==> config.mk <==
export PLATFORM = sky130hd
export DESIGN_NAME = spart_io_ctrl
export DESIGN_NICKNAME = d
export VERILOG_FILES = /design/src/rtl/spart_io_pkg.sv /design/src/rtl/spart_io_ctrl.sv
export SDC_FILE = /design/constraint.sdc
export NUM_CORES = 1
export LEC_CHECK = 0
export CORE_MARGIN = 4
export CORE_UTILIZATION = 25
export DETAILED_ROUTE_END_ITERATION = 6
export GPL_TIMING_DRIVEN = 0
export SLEW_MARGIN = 20
export SYNTH_ARGS = -nofsm -noshare
export SYNTH_HDL_FRONTEND = slang
export SYNTH_SLANG_ARGS = --single-unit
==> constraint.sdc <==
create_clock -name clk -period 2.4 [get_ports clk]
set_input_delay 0.36 -clock clk [delete_from_list [all_inputs] [get_ports clk]]
set_output_delay 0.36 -clock clk [all_outputs]
set_load 0.01 [all_outputs]
==> src/rtl/spart_io_pkg.sv <==
// spart_io_pkg: shared state encoding and byte-select constants for the SPART I/O sequencer
package spart_io_pkg;
  typedef enum logic [2:0] {IDLE, TX_B0, TX_B1, RX_B0, RX_B1, RX_DONE} state_e;
  localparam logic BYTE_LO = 1'b0;
  localparam logic BYTE_HI = 1'b1;
endpackage

==> src/rtl/spart_io_ctrl.sv <==
// spart_io_ctrl: sequences 8/16-bit SPART transmit/receive and stalls the pipeline (ports: clk, rst, tx_req, rx_req, wide, spart_tbr/rda/rx in; byte_sel, spart_wr/rd, rx_data, stall out)
module spart_io_ctrl
  import spart_io_pkg::*;
#(
  parameter bit HI_FIRST = 1'b0
) (
  input  logic        clk,
  input  logic        rst,
  input  logic        tx_req,
  input  logic        rx_req,
  input  logic        wide,
  input  logic        spart_tbr,
  input  logic        spart_rda,
  input  logic [7:0]  spart_rx,
  output logic        byte_sel,
  output logic        spart_wr,
  output logic        spart_rd,
  output logic [15:0] rx_data,
  output logic        stall
);
  localparam logic FIRST = HI_FIRST ? BYTE_HI : BYTE_LO;
  localparam logic SECOND = HI_FIRST ? BYTE_LO : BYTE_HI;
  state_e state_q, state_d;
  logic wide_q, wide_d;
  logic [15:0] rx_data_q, rx_data_d;
  logic in_tx, in_rx, last_wr;
  always_comb begin
    state_d = state_q;
    wide_d = wide_q;
    rx_data_d = rx_data_q;
    case (state_q)
      IDLE: begin
        if (tx_req) begin
          state_d = TX_B0;
          wide_d = wide;
        end else if (rx_req) begin
          state_d = RX_B0;
          wide_d = wide;
          rx_data_d = '0;
        end
      end
      TX_B0: if (spart_tbr) state_d = wide_q ? TX_B1 : IDLE;
      TX_B1: if (spart_tbr) state_d = IDLE;
      RX_B0: begin
        if (spart_rda) begin
          state_d = wide_q ? RX_B1 : RX_DONE;
          // narrow receives always land in the low byte regardless of order
          if (wide_q && HI_FIRST) rx_data_d[15:8] = spart_rx;
          else rx_data_d[7:0] = spart_rx;
        end
      end
      RX_B1: begin
        if (spart_rda) begin
          state_d = RX_DONE;
          if (HI_FIRST) rx_data_d[7:0] = spart_rx;
          else rx_data_d[15:8] = spart_rx;
        end
      end
      default: state_d = IDLE;
    endcase
  end
  always_ff @(posedge clk or posedge rst) begin
    if (rst) begin
      state_q <= IDLE;
      wide_q <= 1'b0;
      rx_data_q <= '0;
    end else begin
      state_q <= state_d;
      wide_q <= wide_d;
      rx_data_q <= rx_data_d;
    end
  end
  assign in_tx = (state_q == TX_B0) || (state_q == TX_B1);
  assign in_rx = (state_q == RX_B0) || (state_q == RX_B1);
  // the final write retires the instruction, so stall drops in that same cycle
  assign last_wr = spart_tbr && ((state_q == TX_B1) || (state_q == TX_B0 && !wide_q));
  assign byte_sel = (state_q == TX_B0) ? FIRST : (state_q == TX_B1) ? SECOND : BYTE_LO;
  assign spart_wr = in_tx && spart_tbr;
  assign spart_rd = in_rx && spart_rda;
  assign stall = (state_q == IDLE) ? (tx_req | rx_req) : in_tx ? !last_wr : in_rx;
  assign rx_data = rx_data_q;
endmodule

==> results.txt <==
status: completed
Die Wd: 70.36 um
Cells after DPL: 179
global-route wire length before repair: 4.057 mm
vias per inst: 4.742
Worst-Margin Slew: 0.7529 ns
Req. time, crit path: 2.04 ns
most common cell in the netlist: dfrtp_1
Synth Instances: 97
Clock transition at path regs: 0.07 ns
final wirelength: 2.311 mm
synthesis-to-finish area growth: 46.20%
post-synthesis cell type count: 32
synthesized area: 972.2 um^2
first drt pass iteration count: 4
max-slew violations: 0
Total Routing Usage GR: 9.928%
Die Y: 70.36 um
largest cells by area after synthesis: dfrtp_1 (51%), a22o_1 (8.1%), nand3_1 (4.6%), o21ai_0 (4.6%), nand2_1 (3.9%)
Remaining DRCs: 0
Crit Path Class: register to output pin
Setup crit end kind: output pin
share of the synthesized area in the top cell type: 51.48%
CTS buffer count: 3
buffers added on ports: 34
CTS Hold Buffers Added: 0
Util after Layout: 38.25%
Achievable Freq: 451.2 MHz
clock insertion delay at the later pin of the skew report: 0.25 ns
setup ws final: 0.1839 ns
Startpoint Class: register
fill count: 376
Reg2Reg Setup Slack: 0.71 ns
Peak VDD IR: 474.1 uV
row cnt: 22
DRT antenna net count: 0
Setup violations, final: 0
DP Worst Slack: 0.06003 ns
total number of vias: 863
Synth Register Bits: 20
WP data arrival: 1.86 ns
die area: 0.004951 mm^2
Post-synth EDFFs: 0
largest area contributor in the netlist: dfrtp_1
NumNets Final: 150
area of the core: 0.003716 mm^2
Worst Clk Skew: 0.001323 ns
grt total ovfl: 0
setup tns final: 0 ns
synth warn: 0
Initial DRC Count: 77
CP max FO: 10
total I/O pin count: 35
Mean Syn Cell Area: 10.02 um^2
syn_nets: 112
layout cells sized above 1: 11.19%
drt wl/cell: 12.70 um
Final Cycle Share: 92.34%
commonest cells in the synthesized netlist: dfrtp_1 (20), nand2_1 (10), a22o_1 (9), nand3_1 (9), o21ai_0 (9)
Max Root-Sink Buffers: 2
RSZ-0062 raised after global routing: false
worst rel slew slack: 49.75%
initial antenna violation count: 0
H-Tree Depth: 1
ys flop type: dfrtp_1
Pleak: 0.5813 nW
pwr/cell area: 1068 mW/mm^2
Post-synth ARST share: 100.0%
worst min path class: register to register
DP HPWL: 1.857 mm
routability cong.: 0.8259
Post-Layout Cell Count: 182
Antenna Diode Count: 0
sequential area share after synthesis: 51.48%
largest net degree at the start of global routing: 21
clk sinks: 20
number of global-route vias before repair: 884
maxcap violations: 0
initial core utilization: 26.16%
final hold vios: 0
CTS tree: built
clock root cell: clkbuf_8
Final min period: 2.216 ns
==> critical path, stage by stage, from the launching register on <==
cell and delay (ns):
dfrtp_1 0.43, buf_2 0.21, or2_2 0.31, a222oi_1 0.34
dlygate4sd2_1 0.31
==> power breakdown <==
group | internal [mW] | switching [mW] | total [mW]
clock network | 0.146 | 0.102 | 0.247
registers | 0.435 | 0.0596 | 0.495
logic | 0.402 | 0.374 | 0.775
==> through the flow <==
| stage | cell area [um^2] | power [mW] | hold slack (ns) |
|---|---|---|---|
| after floorplan | 972.2 | 0.9862 | 0.3238 |
| after global routing | 1421 | 1.645 | 0.5186 |
| after CTS | 1425 | 1.541 | 0.4965 |
| after global placement | 1373 | 1.289 | 0.4663 |
| final | 1421 | 1.517 | 0.4881 |
| after detailed placement | 1373 | 1.298 | 0.4801 |
==> path summary, 6_finish.rpt <==
| path | start | to | depth (start not counted) |
|---|---|---|---|
| max | state_q[1] | stall | 4 |
| min | rx_data[15] | rx_data[15] | 2 |
| max reg2reg | state_q[0] | state_q[1] | 5 |
| min reg2reg | rx_data[15] | rx_data[15] | 2 |
| max in group asynchronous | rst | rx_data[0] | 2 |
| min in group asynchronous | rst | rx_data[1] | 2 |
==> sequential cells by signal, indices dropped and copies added, names as in the netlist <==
register  count
rx_data      16
state_q       3
wide_q        1
==> layer usage <==
layer  GRT usage [%]  wire length (um)
met1           13.63              1080
met2           15.70              1013
met3           3.022               217
met4           1.277                 0
met5               0                 0
==> cell type report <==
cell class,instances,area [um^2],area share (%)
Buffer,4,26.28,1.849
Clock buffer,4,55.05,3.873
Inverter,2,7.507,0.5282
Multi-Input combinational cell,70,434.2,30.55
Sequential cell,20,500.5,35.21
Tap cell,48,60.06,4.225
Timing Repair Buffer,34,337.8,23.77
==> cell usage in the layout (no fill, tap or decap), types with 2 or more instances in the layout <==
master           count
a22o_1               9
and2_1               2
buf_2                3
clkbuf_8             4
clkdlybuf4s50_1     32
dfrtp_1             20
dlygate4sd2_1        2
inv_1                2
nand2_1             10
nand3_1              9
nand3b_1             2
nor2_1               6
nor3_1               2
nor3b_1              2
o21ai_0              9
o21ai_1              2
==> cell families (layout without fill, tap and decap cells) <==
kind of cell / Yosys count / count (layout) / share of synthesized area [%]
muxes: 2 / 2 / 2.702
buffers and inverters: 7 / 44 / 3.860
DFF: 20 / 20 / 51.48
and+or+nand+nor: 42 / 42 / 23.42
AOI/OAI and AO/OA: 25 / 25 / 17.63
xor gates and xnor gates: 1 / 1 / 0.9011
==> timing repair <==
| item | CTS | global route |
|---|---|---|
| gates resized for setup | 2 | 0 |
| buffers inserted | 0 | 0 |
| pin swaps | 0 | 0 |
| setup endpoints to repair | 2 | 1 |
Note: power is estimated with default switching activity, not from simulation.
